--- config.mk ---
export PLATFORM = sky130hd
export DESIGN_NAME = hex_rate_counter
export DESIGN_NICKNAME = d
export VERILOG_FILES = /design/src/rtl/hex_rate_counter_pkg.sv /design/src/rtl/hex_rate_counter_rate_divider.sv /design/src/rtl/hex_rate_counter.sv
export SDC_FILE = /design/constraint.sdc
export NUM_CORES = 1
export LEC_CHECK = 0
export CAP_MARGIN = 20
export CORE_ASPECT_RATIO = 0.75
export CORE_MARGIN = 8
export CORE_UTILIZATION = 59
export CTS_CLUSTER_SIZE = 28
export DETAILED_ROUTE_END_ITERATION = 8
export PLACE_DENSITY = 0.8
export SLEW_MARGIN = 40
export SYNTH_ARGS = -nofsm -noshare
export SYNTH_HDL_FRONTEND = slang
export SYNTH_SLANG_ARGS = --single-unit
--- constraint.sdc ---
create_clock -name clock -period 3.1 [get_ports clock]
set_clock_uncertainty 0.05 [all_clocks]
set_input_delay 0.62 -clock clock [delete_from_list [all_inputs] [get_ports clock]]
set_output_delay 0.62 -clock clock [all_outputs]
set_load 0.01 [all_outputs]
--- src/rtl/hex_rate_counter_pkg.sv ---
// Shared definitions for the hex rate counter: speed codes and divider reload values.
`timescale 1ns/1ps
package hex_counter_defs;

  localparam logic [1:0] SPD_FAST = 2'b00;
  localparam logic [1:0] SPD_1S   = 2'b01;
  localparam logic [1:0] SPD_2S   = 2'b10;
  localparam logic [1:0] SPD_4S   = 2'b11;

  // Reload value R(speed); a period lasts R+1 enabled cycles.
  function automatic logic [33:0] reload_value(input logic [1:0] spd, input int unsigned clk_hz);
    logic [33:0] hz;
    hz = 34'(clk_hz);
    case (spd)
      SPD_FAST: reload_value = 34'd0;
      SPD_1S:   reload_value = hz - 34'd1;
      SPD_2S:   reload_value = (hz << 1) - 34'd1;
      default:  reload_value = (hz << 2) - 34'd1;
    endcase
  endfunction

endpackage

--- src/rtl/hex_rate_counter_rate_divider.sv ---
// Programmable rate divider: emits a one-cycle advance pulse every R(speed)+1 enabled cycles.
`timescale 1ns/1ps
module rate_divider
  import hex_counter_defs::*;
#(
  parameter int unsigned CLK_HZ = 50000000
) (
  input  logic       clock,
  input  logic       resetn,
  input  logic       enable,
  input  logic [1:0] speed,
  input  logic       restart,
  output logic       pulse
);

  localparam int DIV_W = $clog2(4 * CLK_HZ);

  logic [DIV_W-1:0] div;
  logic [DIV_W-1:0] div_next;
  logic [DIV_W-1:0] reload;
  logic [1:0]       speed_q;
  logic [1:0]       speed_next;
  logic             speed_change;

  assign reload       = DIV_W'(reload_value(speed, CLK_HZ));
  assign speed_change = (speed != speed_q);

  // A restart or a new speed code begins a full-length period and never advances.
  always_comb begin
    div_next   = div;
    speed_next = speed_q;
    pulse      = 1'b0;
    if (restart || speed_change) begin
      div_next   = reload;
      speed_next = speed;
    end else if (enable) begin
      if (div == '0) begin
        div_next = reload;
        pulse    = 1'b1;
      end else begin
        div_next = div - 1'b1;
      end
    end
  end

  always_ff @(posedge clock or negedge resetn) begin
    if (!resetn) begin
      div     <= '0;
      speed_q <= SPD_FAST;
    end else begin
      div     <= div_next;
      speed_q <= speed_next;
    end
  end

endmodule

--- src/rtl/hex_rate_counter.sv ---
// Rate-divided loadable up/down hex counter feeding the seven-segment decoder.
`timescale 1ns/1ps
module hex_rate_counter
  import hex_counter_defs::*;
#(
  parameter int unsigned CLK_HZ = 50000000
) (
  input  logic       clock,
  input  logic       resetn,
  input  logic       enable,
  input  logic [1:0] speed,
  input  logic       up,
  input  logic       load,
  input  logic [3:0] load_value,
  output logic [3:0] count,
  output logic       tick,
  output logic       wrap
);

  logic       pulse;
  logic [3:0] count_reg;
  logic [3:0] count_next;
  logic       tick_reg;
  logic       tick_next;
  logic       wrap_reg;
  logic       wrap_next;

  rate_divider #(
    .CLK_HZ (CLK_HZ)
  ) u_rate_divider (
    .clock   (clock),
    .resetn  (resetn),
    .enable  (enable),
    .speed   (speed),
    .restart (load),
    .pulse   (pulse)
  );

  // Load outranks an advance; the divider already suppresses pulse on load.
  always_comb begin
    count_next = count_reg;
    tick_next  = 1'b0;
    wrap_next  = 1'b0;
    if (load) begin
      count_next = load_value;
    end else if (pulse) begin
      tick_next = 1'b1;
      if (up) begin
        count_next = count_reg + 4'd1;
        wrap_next  = (count_reg == 4'hF);
      end else begin
        count_next = count_reg - 4'd1;
        wrap_next  = (count_reg == 4'h0);
      end
    end
  end

  always_ff @(posedge clock or negedge resetn) begin
    if (!resetn) begin
      count_reg <= 4'h0;
      tick_reg  <= 1'b0;
      wrap_reg  <= 1'b0;
    end else begin
      count_reg <= count_next;
      tick_reg  <= tick_next;
      wrap_reg  <= wrap_next;
    end
  end

  assign count = count_reg;
  assign tick  = tick_reg;
  assign wrap  = wrap_reg;

endmodule

-- Yosys cells after proc, flatten, opt, wreduce, memory -nomap -nowiden
Cells that the tools add are included.
- bits in registers: 36
- input bits: 11
- output and inout bits: 6
- add/subtract/negate cells: 3
- equal/unequal tests: 4
- mux-type cells: 15
- reduce and logical (&&, ||, !) cells: 6
- operators with widths (operator ; number):
    28-bit 2-to-1 mux ; 3
    28-bit one-hot mux with 3 select lines ; 1
    28-bit logical NOT ; 1
    28-bit by 1-bit subtractor with 28-bit output, second input constant ; 1
    4-bit 2-to-1 mux ; 3
    1-bit 2-to-1 mux ; 8
    4-bit by 1-bit adder with 4-bit output, second input constant ; 1
    4-bit equality test, second input constant ; 1
    4-bit logical NOT ; 1
    2-bit nonzero test ; 2
    4-bit by 1-bit subtractor with 4-bit output, second input constant ; 1
    2-bit by 1-bit equality test with 1-bit output, second input constant ; 1
    2-bit equality test, second input constant ; 1
    2-bit logical NOT ; 1
    2-bit inequality test ; 1
    1-bit logical OR ; 1

-- Longest topological paths before layout
- depth in word-level cells: 6
- mapped depth: 7
- gate-level depth less buffers: 7

-- Cells and area by module
Synthesis repeated with hierarchy kept, for this count alone.
- cell total of the unflattened synthesis: 278
- area total of the unflattened synthesis: 2502.4 µm²
- modules (own cells, without submodules) (module ; instances ; cells each ; area an instance (µm²) ; sequential area each (µm²)):
    rate_divider ; 1 ; 239 ; 2100.8 ; 750.7
    hex_rate_counter ; 1 ; 39 ; 401.6 ; 150.1

-- Worst setup path before layout
Ideal clock, no wire load.
- kind: input to register
- start: input port load
- end: register u_rate_divider.div[12]
- library setup time: 0.121 ns
- data arrival time: 2.137 ns
- setup slack: 0.791 ns
- cell stages on the path: 6
- buffers on the path: 2
- cell sequence: clkbuf_1 -> or3_1 -> clkbuf_1 -> a31oi_2 -> mux2_1 -> o22a_1
- longest elaborated chain between the ends: 2
- elaborated cells between the ends (all ways): 3
- classes of those cells: mux: 1; reduce/logical: 2
- ends and longest elaborated chain (element ; RTL line ; source):
    start: declaration ; hex_rate_counter.sv:13 ; input logic load,
    1-bit logical OR (*) ; hex_rate_counter_rate_divider.sv:33 ; if (restart || speed_change) begin
    28-bit 2-to-1 mux or 2-bit nonzero test (tied branches) ; n/a ;
    end signal: assignment ; hex_rate_counter_rate_divider.sv:51 ; div <= div_next;
    end: declaration ; hex_rate_counter_rate_divider.sv:18 ; logic [DIV_W-1:0] div;
Every way passes the cells marked *; elsewhere a longest branch is shown, timed or not.
A chain may end at the register's enable or synchronous reset.

-- Final worst setup path
- start: register u_rate_divider.div[14]
- end: register u_rate_divider.div[3]
- longest elaborated chain between the ends: 4
- ends and longest elaborated chain (element ; RTL line ; source):
    28-bit logical NOT ; hex_rate_counter_rate_divider.sv:37 ; if (div == '0) begin
    28-bit 2-to-1 mux ; hex_rate_counter_rate_divider.sv:37 ;
    28-bit 2-to-1 mux ; hex_rate_counter_rate_divider.sv:36 ; end else if (enable) begin
    28-bit 2-to-1 mux ; hex_rate_counter_rate_divider.sv:33 ;
No other way between the ends. The select of a mux whose other input is x is not followed.

==> flow_metrics.py <==
metrics = {
    "outcome": {
        "outcome": "complete, no violations",
    },
    "clock_tree": {
        "clockBufferDepth": 2,
        "postCtsHoldBufs": 0,
        "ctsRootBufferMaster": "clkbuf_8",
        "cts_max_level": 2,
        "cts_resized": 0,
        "worst_skew_pair.late_latency_ns": 0.30,
        "postCtsSetupBuffers": 0,
        "cts.sinks": 36,
        "cts_tree": "done",
        "cts_buffers": 5,
        "path_clk_slew_ns": 0.08,
    },
    "synth": {
        "synth-edff-count": 0,
        "synthDominantCellAreaShare_pct": 36.3,
        "synthCells": 278,
        "yosys_warnings": 0,
        "syn-num-nets": 298,
        "yosys-top-cells-area": "dfrtp_1 36%, ha_1 4.0%, nor2_1 3.9%",
        "avgSynthCellArea_um2": 8.94,
        "synthArstFlopShare_pct": 100,
        "synth.largest_area_cell": "dfrtp_1",
        "synthDistinctLibCells": 57,
        "syn-cell-area_um2": 2480,
        "synthFlopType": "dfrtp_1",
        "synth_seq_area_share_pct": 36.3,
        "ys_ff_latch": 36,
    },
    "critical_path": {
        "worst_setup_path_start_kind": "register",
        "path_cells": "nor4_2 > nand4_1 > o31ai_4 > nor2_1 > a221o_1",
        "cp_slowest_cell": "o31ai_4",
        "crit_path_max_fanout": 14,
        "timing_worst_setup_path_type": "register to register",
        "crit_family": "compound AO/OA/AOI/OAI gates",
        "worst-path-buf-inv": 0,
        "arrival_ns": 2.76,
        "worst_path_largest_cell_delay_ns": 0.65,
        "crit_path_end_kind": "register",
        "critPathRequiredTime_ns": 3.24,
    },
    "final_layout": {
        "most-common-layout-cells": "36 x dfrtp_1, 26 x nor2_1, 19 x nor3_1, 17 x buf_4",
        "area_delta_synth_final_pct": 15.2,
        "layout.nets": 320,
        "antenna_cells": 0,
        "final_common_cell": "dfrtp_1",
        "layout-drive-gt1-share_pct": 12.6,
        "largest_reg_flops": 28,
        "finalNonFillerCells": 356,
        "fin_util_pct": 70.6,
    },
    "power_and_ir_drop": {
        "pwr_density_cell_nw_per_um2": 430,
        "leakage_nw": 1.12,
        "peakVddDrop_mv": 0.286,
    },
    "die": {
        "row_count": 20,
        "fp.dieW_um": 90.9,
        "initial_core_util_pct": 61.3,
        "die_h_um": 72.2,
        "pin_count": 17,
        "die-area_um2": 6570,
        "core-area_um2": 4050,
    },
    "route": {
        "wl_um": 7170,
        "wl_per_cell_um": 20.1,
        "via_count": 2448,
        "drc": 0,
        "vias_per_cell": 6.88,
        "initialDrtViolationCount": 270,
        "first_pass_iters": 5,
        "detail-route-antenna-nets": 0,
    },
    "timing": {
        "finalHoldViolations": 0,
        "finalSetupViolCount": 0,
        "tightest_slew_ns": 0.655,
        "max_freq_mhz": 380,
        "slew_headroom_pct": 56.3,
        "period_minus_slack_ns": 2.63,
        "fin_tns_setup_ns": 0,
        "rsz0062_at_grt": "false",
        "fin_crit_sh_pct": 84.8,
        "finalMaxSlewViolations": 0,
    },
    "placed_design": {
        "io_buffers": 16,
        "dp.cells": 348,
        "place_congestion": 0.998,
        "hpwlAfterDp_um": 5410,
    },
    "min_path": {
        "holdCritPathClass": "input pin to async pin",
    },
    "global_routing": {
        "antenna_found_initial": 0,
        "grt_max_degree": 37,
        "grt-ovfl-total": 0,
        "grt_pass1_wl_um": 11900,
        "grtUsageTotal_pct": 22.6,
        "grt_pass1_vias": 2274,
    },
    "run": {
        "cap_violations": 0,
    },
}
[final timing paths]
path / from / cells after the start / slack, ns / to
max reg2reg: u_rate_divider.div[14]$_DFFE_PN0P_ / 5 / 0.47 / u_rate_divider.div[3]$_DFFE_PN0P_
min in group clock: u_rate_divider.div[12]$_DFFE_PN0P_ / 1 / 0.54 / u_rate_divider.div[12]$_DFFE_PN0P_
min reg2reg: u_rate_divider.div[12]$_DFFE_PN0P_ / 1 / 0.54 / u_rate_divider.div[12]$_DFFE_PN0P_
min: resetn / 1 / 0.22 / count[1]$_DFFE_PN0P_
max: u_rate_divider.div[14]$_DFFE_PN0P_ / 5 / 0.47 / u_rate_divider.div[3]$_DFFE_PN0P_
max in group asynchronous: resetn / 1 / 2.44 / u_rate_divider.div[0]$_DFFE_PN0P_
[metal layers]
| layer | up-vias | share of wire (%) | wire length [µm] | global-route usage, % |
|---|---|---|---|---|
| li1 | 1119 | - | - | - |
| met1 | 1155 | 45 | 3240 | 31.5 |
| met2 | 150 | 42 | 3020 | 32.4 |
| met3 | 24 | 10 | 746 | 5.88 |
| met4 | 0 | 2.3 | 163 | 9.04 |
| met5 | - | 0 | 0 | 0 |
[through the flow]
step	hold slack [ns]	cell area [µm²]	total power, W	setup WS, ns
floorplan	0.274	2480	0.000718	0.791
global placement	0.492	2750	0.000810	0.284
detailed placement	0.518	2750	0.000818	0.233
CTS	0.390	2860	0.00123	0.529
global route	0.263	2860	0.00128	0.265
finish	0.225	2860	0.00123	0.471
[where the power goes]
part / internal, W / switching, W / leakage, nW / total (W)
registers: 0.000512 / 0.0000660 / 0.424 / 0.000578
logic: 0.000105 / 0.000134 / 0.637 / 0.000238
clock network: 0.000239 / 0.000176 / 0.0552 / 0.000415
total: 0.000856 / 0.000376 / 1.12 / 0.00123
[cell type report]
type | instances | area, µm²
clock buffers | 6 | 72.6
clock inverters | 2 | 35.0
fillers | 343 | 1190
inverters | 11 | 41.3
multi-input cells | 214 | 1470
flip-flops and latches | 36 | 901
well taps | 55 | 68.8
repair buffers | 32 | 278
[cells by family after synthesis]
family                   count (synthesis)  share of synthesized area, %
flip-flops                              36                          36.3
AO/OA/AOI/OAI                           76                          22.6
AND/OR/NAND/NOR                        121                          28.2
adder cells (fa/ha/maj)                  9                          4.83
multiplexers                             4                          1.66
buffers and inverters                   28                          5.04
XOR/XNOR                                 4                          1.41
[Yosys cell counts (4+ instances only)]
cell	count
nand2_1	15
nand4_1	6
and4_1	5
inv_1	11
a21oi_1	5
a221o_1	6
dfrtp_1	36
o22ai_1	6
buf_2	4
o31ai_1	7
o21ai_0	11
o21ai_1	4
or4_1	6
nor2_1	26
clkbuf_1	11
nor4_1	7
ha_1	8
or3_1	5
a31oi_1	10
nor3_1	19
nand3_1	11
Note: power is estimated with default switching activity, not from simulation.
